--- config.mk ---
export PLATFORM = sky130hd
export DESIGN_NAME = accumulator_win
export DESIGN_NICKNAME = d
export VERILOG_FILES = /design/src/rtl/accumulator_win.sv
export SDC_FILE = /design/constraint.sdc
export NUM_CORES = 1
export LEC_CHECK = 0
export BUFFER_PORTS_ARGS = -buffer_cell sky130_fd_sc_hd__buf_4
export CORE_ASPECT_RATIO = 0.5
export CORE_UTILIZATION = 30
export DETAILED_ROUTE_END_ITERATION = 6
export GPL_TIMING_DRIVEN = 0
export SLEW_MARGIN = 20
export SYNTH_ARGS = -nofsm -noshare
export SYNTH_HDL_FRONTEND = slang
export SYNTH_SLANG_ARGS = --single-unit
--- constraint.sdc ---
create_clock -name iClk -period 5.5 [get_ports iClk]
set_input_delay 0.825 -clock iClk [delete_from_list [all_inputs] [get_ports iClk]]
set_output_delay 0.825 -clock iClk [all_outputs]
set_load 0.005 [all_outputs]
--- src/rtl/accumulator_win.sv ---
// rtl/accumulator_win.sv - windowed unsigned sample accumulator with wrap/saturate overflow
// Emits each window sum with a one-cycle valid pulse and restarts with no gap cycle.
module accumulator_win #(
  parameter int DATA_W  = 8,
  parameter int ACC_W   = 10,
  parameter int WIN_LEN = 8
) (
  input  logic              iClk,
  input  logic              iRstN,
  input  logic              iEn,
  input  logic              iClr,
  input  logic              iMode,
  input  logic [DATA_W-1:0] iData,
  output logic [ACC_W-1:0]  oAcc,
  output logic [ACC_W-1:0]  oData,
  output logic              oValid,
  output logic              oOvf
);

  localparam int CNT_W = $clog2(WIN_LEN + 1);
  localparam int SUM_W = ACC_W + 1;
  localparam logic [CNT_W-1:0] LAST_CNT = CNT_W'(WIN_LEN - 1);

  logic [ACC_W-1:0] r_acc;
  logic [CNT_W-1:0] r_cnt;
  logic             r_wovf;
  logic [ACC_W-1:0] r_data;
  logic             r_valid;
  logic             r_ovf;

  logic [SUM_W-1:0] w_sum;
  logic             w_add_ovf;
  logic [ACC_W-1:0] w_result;
  logic             w_last;

  // One extra bit of headroom exposes the carry-out as the per-sample overflow.
  assign w_sum     = {1'b0, r_acc} + SUM_W'(iData);
  assign w_add_ovf = w_sum[ACC_W];
  assign w_result  = (w_add_ovf && iMode) ? {ACC_W{1'b1}} : w_sum[ACC_W-1:0];
  assign w_last    = (r_cnt == LAST_CNT);

  always_ff @(posedge iClk or negedge iRstN) begin
    if (!iRstN) begin
      r_acc   <= '0;
      r_cnt   <= '0;
      r_wovf  <= 1'b0;
      r_data  <= '0;
      r_valid <= 1'b0;
      r_ovf   <= 1'b0;
    end else begin
      r_valid <= 1'b0;
      if (iClr) begin
        r_acc  <= '0;
        r_cnt  <= '0;
        r_wovf <= 1'b0;
      end else if (iEn) begin
        if (w_last) begin
          // Publish the completed window and start the next one on the following edge.
          r_data  <= w_result;
          r_ovf   <= r_wovf | w_add_ovf;
          r_valid <= 1'b1;
          r_acc   <= '0;
          r_cnt   <= '0;
          r_wovf  <= 1'b0;
        end else begin
          r_acc  <= w_result;
          r_cnt  <= r_cnt + CNT_W'(1);
          r_wovf <= r_wovf | w_add_ovf;
        end
      end
    end
  end

  assign oAcc   = r_acc;
  assign oData  = r_data;
  assign oValid = r_valid;
  assign oOvf   = r_ovf;

endmodule

==> flow_metrics.env, run 1 <==
export IMPL_outcome="complete, no violations"
export IMPL_tns_ns=0
export IMPL_slew_viol_final=0
export IMPL_grtUsageTotal=0.1489
export IMPL_drv_cap=0
export IMPL_htreeDepth=1
export IMPL_ir_worst_vdd_mv=0.09466
export IMPL_fin_ws_ns=2.946
export IMPL_critPathRequiredTime_ns=5.67
export IMPL_port_buffers=33
export IMPL_cts_tree="done"
export IMPL_cts_hold_buffers=0
export IMPL_clkTransAtPathRegs_ns=0.09
export IMPL_ys_ff_latch=27
export IMPL_ys_seq_area_frac=0.4397
export IMPL_die_h_um=52.61
export IMPL_synth_top_cell_area_share=0.4397
export IMPL_cts_resized=0
export IMPL_ios=35
export IMPL_drtPass1Iterations=4
export IMPL_drt_iter0_drc=39
export IMPL_grt_pass1_vias=1187
export IMPL_grt_ovfl_total=0
export IMPL_fin_crit_sh=0.4644
export IMPL_yosys_area_top_type="dfrtp_1"
export IMPL_finalSetupViolCount=0
export IMPL_yosysWarnings=0
export IMPL_critPathKind="in2reg"
export IMPL_clkSinkCount=27
export IMPL_hp_class="in2async"
export IMPL_dpl_instance_area_um2=1867
export IMPL_drc=0
export IMPL_clk_path_buf_depth=2
export IMPL_core_area_um2=4658
export IMPL_ant_nets=0
export IMPL_finalHoldViolCount=0
export IMPL_num_vias=1244
export IMPL_cp_end_kind="flip-flop"
export IMPL_nets=211
export IMPL_startpoint_type="input port"
export IMPL_synth_area_top_cells="dfrtp_1, ha_1, nor2_1, a31oi_1, a21oi_1"
export IMPL_yosysUniqueCellTypes=38
export IMPL_fp_dieW_um=103.2
export IMPL_totalWireLength_um=3692
export IMPL_avgSynthCellArea_um2=10.24
export IMPL_power_switching_mw=0.1397
export IMPL_crit_arrival_ns=2.72
export IMPL_post_cts_buffers=0
export IMPL_numCtsBuffers=3
export IMPL_drive_gt1_frac=0.2727
export IMPL_grt_max_degree=28
export IMPL_leakage_nw=0.9181
export IMPL_routed_via_density=4.917
export IMPL_max_slew_margin=0.6274
export IMPL_pre_cts_slack_ns=2.651
export IMPL_gp_congestion=0.8094
export IMPL_worst_pin_slew_ns=0.5589
export IMPL_antenna_cells=0
export IMPL_worstSkewPairLatency_ns=0.28
export IMPL_power_total_mw=0.4575
export IMPL_comb_power_share=0.272
export IMPL_stdcell_area_um2=1912
export IMPL_area_growth_synth_to_final_pct=24.43
export IMPL_power_share_sequential=0.478
export IMPL_die_area_um2=5429
export IMPL_mappedNetlistArea_um2=1536
export IMPL_clkPwrFrac=0.250
export IMPL_syn_inst=150
export IMPL_intPower_mw=0.3178
export IMPL_finClkSkew_ns=0.008524
export IMPL_cts_root_buf="clkbuf_8"
export IMPL_holdWs_ns=0.4461
export IMPL_start_util=0.3298
export IMPL_grt_pass1_wl_um=5899
export IMPL_finalCriticalPeriod_ns=2.554
export IMPL_wl_per_cell_um=14.59
export IMPL_fp_row_count=17
export IMPL_synthesis_nets=173
export IMPL_max_freq_mhz=391.5
export IMPL_swShare=0.3054
export IMPL_hpwl_um=2718
export IMPL_cp_max_fo=10
export IMPL_cellPowerDensity_nw_per_um2=239.3
export IMPL_antenna_found_initial=0
export IMPL_rsz0062_at_grt="false"
path summary, 6_finish.rpt:
kind                                     start                   end  slack, ns  depth (start not counted)
min in group iClk           r_wovf$_DFFE_PN0P_    r_wovf$_DFFE_PN0P_       0.52                          2
setup / recovery                      iData[0]   oAcc[6]$_DFFE_PN0P_       2.95                          9
hold reg to reg             r_wovf$_DFFE_PN0P_    r_wovf$_DFFE_PN0P_       0.52                          2
max in group asynchronous                iRstN  oData[8]$_DFFE_PN0P_       4.79                          1
hold / removal                           iRstN   oAcc[2]$_DFFE_PN0P_       0.45                          1
setup reg to reg           oAcc[0]$_DFFE_PN0P_   oAcc[6]$_DFFE_PN0P_       3.19                          8
per-stage QoR:
stage | utilization | std cells
after floorplan | - | 150
after global placement | 0.4008 | 249
final | 0.4104 | 253
after detailed placement | 0.4008 | 249
after CTS | 0.4104 | 253
after global routing | 0.4104 | 253
logic make-up (layout without fill, tap and decap cells):
logic type      count (synthesis)  count (layout)  synth area share
compound gates                 47              47            0.2264
simple gates                   45              45            0.1507
flops                          27              27            0.4397
buf+inv                        11              48           0.03908
fa+ha+maj                      10              10           0.08632
xor+xnor                        9               9           0.05130
mux                             1               1          0.006515
placed cells by master, fill, tap and decap left out, types with 3 or more instances in the layout:
cell type / instances
clkbuf_1: 3
nand4_1: 3
a21oi_1: 10
a21o_1: 6
buf_4: 35
a31oi_1: 10
nor2_1: 22
buf_2: 3
clkbuf_8: 3
xnor2_1: 5
ha_1: 9
xor2_1: 4
nand2_1: 8
o21ai_0: 3
dfrtp_1: 27
o21ai_1: 5
inv_1: 3
flip-flops by register name, summed over array words and instances, names as in the netlist:
signal / flops
oAcc: 10
oData: 10
oOvf: 1
oValid: 1
r_cnt: 4
r_wovf: 1
layer usage:
metal	GRT usage	wire length, um	vias up	part of all wire
met4	0.02817	19	0	0.0051
met1	0.2080	1892	599	0.51
li1	-	-	612	-
met3	0.03733	223	2	0.060
met2	0.2333	1557	31	0.42
met5	0	0	-	0
cell usage after synthesis (all sizes together):
master and count:
and3 1, ha 9, a21oi 10, a22oi 1
nand3b 2, a221o 2, nand2b 2, nor2 22
o21ai 9, a21o 6, nand4 3, a31oi 10
o22ai 1, dfrtp 27, a211oi 2, xor2 4
clkbuf 2, xnor2 5, mux2i 1, buf 6
nor4b 1, and2 2, o31ai 1, fa 1
nand2 9, o211ai 2, o221a 1, nor3 2
a22o 1, o21a 1, inv 3, and3b 1
worst max-delay path, stage by stage:
cell	delay, ns
buf_4	0.11
ha_1	0.22
fa_1	0.43
a211oi_2	0.37
nor3_2	0.12
o21ai_4	0.22
buf_6	0.18
a21oi_1	0.07
a21o_1	0.16
cell type report:
type                    instances  area (um2)
plain buffers                   8       48.80
repair buffers                 33       247.7
multi-input cells             112       800.8
clock buffers                   4       45.04
flip-flops and latches         27       675.6
inverters                       3       11.26
fillers                       481        2746
well taps                      66       82.58
power groups by stage:
| stage | registers [mW] | clock network, mW | logic (mW) |
|---|---|---|---|
| 2_1_floorplan | 0.222 | 0 | 0.0802 |
| 3_3_place_gp | 0.222 | 0 | 0.122 |
| 3_5_place_dp | 0.223 | 0 | 0.124 |
| 4_1_cts | 0.219 | 0.118 | 0.125 |
| 5_1_grt | 0.221 | 0.126 | 0.138 |
| 6_report | 0.219 | 0.114 | 0.125 |
No activity file was read; power rests on OpenSTA's default activity.
==> run 2, diff against run 1 <==
--- a/config.mk
+++ b/config.mk
@@ -5,6 +5,7 @@
 export SDC_FILE = /design/constraint.sdc
 export NUM_CORES = 1
 export LEC_CHECK = 0
+export ABC_AREA = 1
 export BUFFER_PORTS_ARGS = -buffer_cell sky130_fd_sc_hd__buf_4
 export CORE_ASPECT_RATIO = 0.5
 export CORE_UTILIZATION = 30
==> constraint.sdc (replaced) <==
create_clock -name iClk -period 2.15 [get_ports iClk]
set_input_delay 0.3225 -clock iClk [delete_from_list [all_inputs] [get_ports iClk]]
set_output_delay 0.3225 -clock iClk [all_outputs]
set_load 0.005 [all_outputs]
==> run 2 against run 1 <==
Critical path depth rose by 2; sequential share of layout area is 1.8 points lower; critical endpoint is now oAcc[7]$_DFFE_PN0P_; die area increased by 4.1%.
==> flow_metrics.env, run 2 <==
export IMPL_area_sequential_um2=675.6
export IMPL_yosys_top_cells_count="nand2_1, dfrtp_1, inv_1"
export IMPL_leakage_nw=1.143
export IMPL_crit_path_cell_trace="ha_2, fa_1, nand2_1, nand3_2, nand3_2, nand2_2, nand3_4, buf_8, nand3_4, nand2_1, nand2_1"
export IMPL_slowest_delay_ns=0.41
export IMPL_antenna_found_initial=0
export IMPL_hpwl_um=2718
export IMPL_grt_ovfl_total=0
export IMPL_comb_power_share=0.272
export IMPL_gp_congestion=0.8115
export IMPL_drt_iter0_drc=83
export IMPL_startpoint_type="flip-flop"
export IMPL_ios=35
export IMPL_post_cts_buffers=0
export IMPL_critPathRequiredTime_ns=2.32
export IMPL_totalWireLength_um=3548
export IMPL_fp_dieW_um=105.3
export IMPL_area_growth_synth_to_final_pct=25.86
export IMPL_async_flop_share=1.000
export IMPL_multiInputGateArea_um2=814.5
export IMPL_tns_ns=0
export IMPL_rsz0062_at_grt="false"
export IMPL_yosysMostFrequentCell="nand2_1"
export IMPL_drive_gt1_frac=0.1935
export IMPL_worstSkewPairLatency_ns=0.27
export IMPL_grt_max_degree=28
export IMPL_die_area_um2=5653
export IMPL_finClkSkew_ns=0.004788
export IMPL_clk_path_buf_depth=2
export IMPL_clkPwrFrac=0.246
export IMPL_final_core_util=0.4013
export IMPL_fp_row_count=18
export IMPL_mappedNetlistArea_um2=1602
export IMPL_finalSetupViolCount=0
export IMPL_num_fill_cells=519
export IMPL_yosysUniqueCellTypes=24
export IMPL_crit_arrival_ns=2.17
export IMPL_finalCriticalPeriod_ns=1.999
export IMPL_worst_pin_slew_ns=0.5124
export IMPL_clkSinkCount=27
export IMPL_hp_class="in2reg"
export IMPL_fin_ws_ns=0.1505
export IMPL_drtPass1Iterations=4
export IMPL_synth_top_cell_area_share=0.4219
export IMPL_worst_path_max_delay_cell="dfrtp_1"
export IMPL_outcome="complete, no violations"
export IMPL_max_freq_mhz=500.1
export IMPL_slew_viol_final=0
export IMPL_cp_end_kind="flip-flop"
export IMPL_synth_area_top_cells="dfrtp_1, nand2_1, ha_1, inv_1, nand3_1"
export IMPL_drv_cap=0
export IMPL_synthFlopType="dfrtp_1"
export IMPL_synthesis_nets=232
export IMPL_port_buffers=34
export IMPL_die_h_um=53.67
export IMPL_ant_nets=0
export IMPL_grt_pass1_vias=1268
export IMPL_yosys_area_top_type="dfrtp_1"
export IMPL_dp_cells=313
export IMPL_numCtsBuffers=3
export IMPL_stdcell_area_um2=2016
export IMPL_nets=272
export IMPL_critPathKind="reg2reg"
export IMPL_power_share_sequential=0.481
export IMPL_intPower_mw=0.8078
export IMPL_cp_max_fo=10
export IMPL_fin_crit_sh=0.9300
export IMPL_routed_via_density=4.421
export IMPL_mostFrequentLayoutCells="nand2_1, buf_4, dfrtp_1"
export IMPL_ys_ff_latch=27
export IMPL_pre_cts_slack_ns=-0.03157
export IMPL_layout_cells_most_common="nand2_1"
export IMPL_dpl_instance_area_um2=1944
export IMPL_max_slew_margin=0.6584
export IMPL_cellPowerDensity_nw_per_um2=581.6
export IMPL_start_util=0.3189
export IMPL_power_switching_mw=0.3646
export IMPL_instances_no_fill=318
export IMPL_ir_worst_vdd_mv=0.2470
export IMPL_num_vias=1406
export IMPL_antenna_cells=0
export IMPL_htreeDepth=1
export IMPL_drc=0
export IMPL_core_area_um2=5022
export IMPL_ys_seq_area_frac=0.4219
export IMPL_wl_per_cell_um=11.16
export IMPL_syn_inst=209
export IMPL_avgSynthCellArea_um2=7.663
export IMPL_grt_pass1_wl_um=5837
export IMPL_synth_edf_count=0
export IMPL_cts_root_buf="clkbuf_8"
export IMPL_grtUsageTotal=0.1329
export IMPL_clkTransAtPathRegs_ns=0.09
export IMPL_yosysWarnings=0
export IMPL_cp_common_cell="nand2_1"
export IMPL_cts_tree="done"
export IMPL_finalHoldViolCount=0
export IMPL_swShare=0.3110
run 2: changes by cell type in the layout (fill, tap and decap cells not counted), sizes merged, moves of 4 or more:
cell   change
nand2     +80
inv       +21
nand3     +17
a21oi      -8
nor2       -6
a31oi      -5
o21ai      -5
a21o       -4
xnor2      -4
run 2: path summary, 6_finish.rpt:
| check | from | to | slack, ns | cells after the start |
|---|---|---|---|---|
| worst max-delay path | oAcc[0]$_DFFE_PN0P_ | oAcc[7]$_DFFE_PN0P_ | 0.15 | 11 |
| worst min-delay path | iEn | r_cnt[0]$_DFFE_PN0P_ | 0.37 | 4 |
| worst max register to register | oAcc[0]$_DFFE_PN0P_ | oAcc[7]$_DFFE_PN0P_ | 0.15 | 11 |
| worst min register to register | oOvf$_DFFE_PN0P_ | oOvf$_DFFE_PN0P_ | 0.49 | 2 |
| max in group asynchronous | iRstN | oAcc[5]$_DFFE_PN0P_ | 1.37 | 2 |
| min in group asynchronous | iRstN | r_cnt[2]$_DFFE_PN0P_ | 0.50 | 2 |
run 2: layout make-up:
class                   count  share of cell area
flip-flops and latches     27              0.3352
plain buffers               4             0.01862
clock buffers               4             0.02235
inverters                  24             0.04469
well taps                  70             0.04345
repair buffers             35              0.1316
multi-input cells         154              0.4041
run 2: metrics by stage:
| stage | hold WS [ns] | total power, mW |
|---|---|---|
| 6_report | 0.3712 | 1.172 |
| 5_1_grt | 0.3735 | 1.257 |
| 4_1_cts | 0.3643 | 1.197 |
| 3_5_place_dp | 0.2728 | 0.8917 |
| 3_3_place_gp | 0.2658 | 0.8876 |
| 2_1_floorplan | 0.02691 | 0.7709 |
run 2: timing repair:
item	CTS	global route
endpoints found under the hold margin	27	0
endpoints found under the setup margin	1	7
resized for setup	1	3
pin swaps	0	0
hold buffers	1	0
run 2: logic make-up (layout without fill, tap and decap cells):
group	count (synthesis)	count (layout)	synth area share
compound gates	17	17	0.07578
fa+ha+maj	10	10	0.08281
xor+xnor	3	3	0.01641
buf+inv	28	67	0.07734
flops	27	27	0.4219
simple gates	124	124	0.3258
run 2: critical path: cells and delay by family, from the launching register on:
| family | cells | cell delay (ns) |
|---|---|---|
| simple gates | 8 | 0.72 |
| flops | 1 | 0.41 |
| buf+inv | 1 | 0.16 |
| fa+ha+maj | 2 | 0.60 |
run 2: per-layer routing:
| layer | GRT usage | up-vias | part of all wire |
|---|---|---|---|
| met3 | 0.03148 | 0 | 0.039 |
| met1 | 0.1783 | 646 | 0.50 |
| met4 | 0.01408 | 0 | 0 |
| met5 | 0 | - | 0 |
| met2 | 0.2292 | 23 | 0.46 |
| li1 | - | 737 | - |
run 2: power groups by stage:
stage               combinational [mW]  clock (mW)  sequential [mW]
detailed placement               0.318           0            0.574
global route                     0.362       0.327            0.569
finish                           0.319       0.289            0.564
global placement                 0.314           0            0.573
CTS                              0.323       0.310            0.564
floorplan                        0.198           0            0.573
==> run 3, diff against run 2 <==
--- a/config.mk
+++ b/config.mk
@@ -8,6 +8,7 @@
 export ABC_AREA = 1
 export BUFFER_PORTS_ARGS = -buffer_cell sky130_fd_sc_hd__buf_4
 export CORE_ASPECT_RATIO = 0.5
+export CORE_MARGIN = 10
 export CORE_UTILIZATION = 30
 export DETAILED_ROUTE_END_ITERATION = 6
 export GPL_TIMING_DRIVEN = 0
==> run 3 against run 2 <==
Register-to-register slack about the same; total power is 1.1% higher; maximum frequency about the same; global-route usage is 4.0 points lower; routed wire length increased by 12%.
==> flow_metrics.env, run 3 (synthesized netlist as in run 2, its figures left out) <==
export IMPL_rsz0062_at_grt="false"
export IMPL_r2r_start="oAcc[0]$_DFFE_PN0P_"
export IMPL_numCtsBuffers=3
export IMPL_htreeDepth=1
export IMPL_hp_start="iEn"
export IMPL_die_area_um2=8838
export IMPL_grt_max_degree=28
export IMPL_num_vias=1436
export IMPL_cp_top_family="simple AND/OR/NAND/NOR gates"
export IMPL_crit_arrival_ns=2.17
export IMPL_max_freq_mhz=500.5
export IMPL_multiInputGateArea_um2=814.5
export IMPL_grt_ovfl_total=0
export IMPL_power_total_mw=1.186
export IMPL_gr_usage_met1=0.1124
export IMPL_r2r_slack_ns=0.15
export IMPL_grt_pass1_wl_um=6727
export IMPL_ant_nets=0
export IMPL_totalWireLength_um=3985
export IMPL_ios=35
export IMPL_cts_tree="done"
export IMPL_wl_per_cell_um=12.53
export IMPL_grtUsageTotal=0.09328
export IMPL_intPower_mw=0.8083
export IMPL_r2r_end="oAcc[7]$_DFFE_PN0P_"
export IMPL_use_met2=0.1610
export IMPL_power_share_sequential=0.476
export IMPL_num_fill_cells=573
export IMPL_whs_path_depth=4
export IMPL_hpwl_um=3139
export IMPL_met3_usage=0.02111
export IMPL_critPathKind="reg2reg"
export IMPL_clk_path_buf_depth=2
export IMPL_die_h_um=71.67
export IMPL_fp_dieW_um=123.3
export IMPL_drc=0
export IMPL_worst_pin_slew_ns=0.5058
export IMPL_antenna_cells=0
export IMPL_worstSkewPairLatency_ns=0.27
export IMPL_cp_common_cell="nand2_1"
export IMPL_cts_root_buf="clkbuf_8"
export IMPL_leakage_nw=1.143
export IMPL_drive_gt1_frac=0.1935
export IMPL_grt_pass1_vias=1441
export IMPL_finalSetupViolCount=0
export IMPL_cp_end_kind="flip-flop"
export IMPL_drtPass1Iterations=4
export IMPL_ir_worst_vdd_mv=0.2613
export IMPL_antenna_found_initial=0
export IMPL_clkSinkCount=27
export IMPL_area_sequential_um2=675.6
export IMPL_slowest_delay_ns=0.41
export IMPL_start_util=0.3175
export IMPL_power_switching_mw=0.3774
export IMPL_fin_crit_sh=0.9293
export IMPL_swShare=0.3183
export IMPL_gp_congestion=0.8071
export IMPL_busiest_layer="met2"
export IMPL_mostFrequentLayoutCells="nand2_1, buf_4, dfrtp_1"
export IMPL_r2r_cells=11
export IMPL_outcome="complete, no violations"
export IMPL_cellPowerDensity_nw_per_um2=588.2
export IMPL_port_buffers=34
export IMPL_cp_max_fo=10
export IMPL_clkPwrFrac=0.250
export IMPL_finalCriticalPeriod_ns=1.998
export IMPL_worst_path_max_delay_cell="dfrtp_1"
export IMPL_finalHoldViolCount=0
export IMPL_final_core_util=0.3996
export IMPL_drt_iter0_drc=73
export IMPL_path_buf_inv=1
export IMPL_nets=272
export IMPL_fin_ws_ns=0.1520
export IMPL_comb_power_share=0.274
export IMPL_pre_cts_slack_ns=-0.01285
export IMPL_fp_row_count=18
export IMPL_max_slew_margin=0.6628
export IMPL_critPathRequiredTime_ns=2.32
export IMPL_area_growth_synth_to_final_pct=25.86
export IMPL_holdPathEnd="r_cnt[0]$_DFFE_PN0P_"
export IMPL_finClkSkew_ns=0.004491
export IMPL_routed_via_density=4.516
export IMPL_drv_cap=0
export IMPL_crit_path_cell_trace="ha_2, fa_1, nand2_1, nand3_2, nand3_2, nand2_2, nand3_4, buf_8, nand3_4, nand2_1, nand2_1"
export IMPL_clkTransAtPathRegs_ns=0.10
export IMPL_slew_viol_final=0
export IMPL_layout_cells_most_common="nand2_1"
export IMPL_core_area_um2=5045
export IMPL_hp_class="in2reg"
export IMPL_post_cts_buffers=0
export IMPL_startpoint_type="flip-flop"
## run 3: worst max path at each step
stage / slack (ns) / startpoint / endpoint / cells after the start
4_1_cts: 0.02 / oAcc[0]$_DFFE_PN0P_ / oAcc[7]$_DFFE_PN0P_ / 11
3_3_place_gp: 0.01 / iData[0] / oAcc[7]$_DFFE_PN0P_ / 12
2_1_floorplan: 0.30 / oAcc[0]$_DFFE_PN0P_ / oAcc[7]$_DFFE_PN0P_ / 11
3_5_place_dp: -0.01 / iData[0] / oAcc[7]$_DFFE_PN0P_ / 12
5_1_grt: 0.01 / oAcc[0]$_DFFE_PN0P_ / oData[7]$_DFFE_PN0P_ / 11
6_report: 0.15 / oAcc[0]$_DFFE_PN0P_ / oAcc[7]$_DFFE_PN0P_ / 11
## run 3: tightest hold or removal path, stage by stage
cell and delay, ns:
buf_4 0.08, nor2_1 0.07, nand2_1 0.06, o21ai_0 0.07
## run 3: cell type report
class,instances,area share
timing repair buffer,35,0.1316
inverter,24,0.04469
multi-input combinational,154,0.4041
tap,70,0.04345
sequential,27,0.3352
clock buffer,4,0.02235
buffer,4,0.01862
## run 3: per-stage QoR
step	hold slack, ns	instance area (um2)	TNS (ns)	cells
after floorplan	0.02691	1602	0	209
after global placement	0.2602	1944	0	313
after detailed placement	0.2709	1944	-0.01561	313
after CTS	0.3632	1999	0	318
after global routing	0.3701	2016	0	318
final	0.3717	2016	0	318
## run 3: layer usage
layer	part of all wire	vias to the layer above	wire, um
li1	-	739	-
met1	0.46	669	1850
met2	0.49	26	1945
met3	0.037	2	148
met4	0.010	0	41
met5	0	-	0
## run 3: power groups by stage
| stage | Combinational (mW) | Sequential, mW | Clock, mW |
|---|---|---|---|
| 2_1_floorplan | 0.198 | 0.573 | 0 |
| 3_3_place_gp | 0.318 | 0.573 | 0 |
| 3_5_place_dp | 0.325 | 0.574 | 0 |
| 4_1_cts | 0.327 | 0.565 | 0.312 |
| 5_1_grt | 0.373 | 0.569 | 0.333 |
| 6_report | 0.325 | 0.564 | 0.297 |
## run 3: timing repair
action,CTS,global route
setup endpoints to repair,0,18
hold buffers,1,0
gates resized for setup,0,4
hold endpoints to repair,27,0
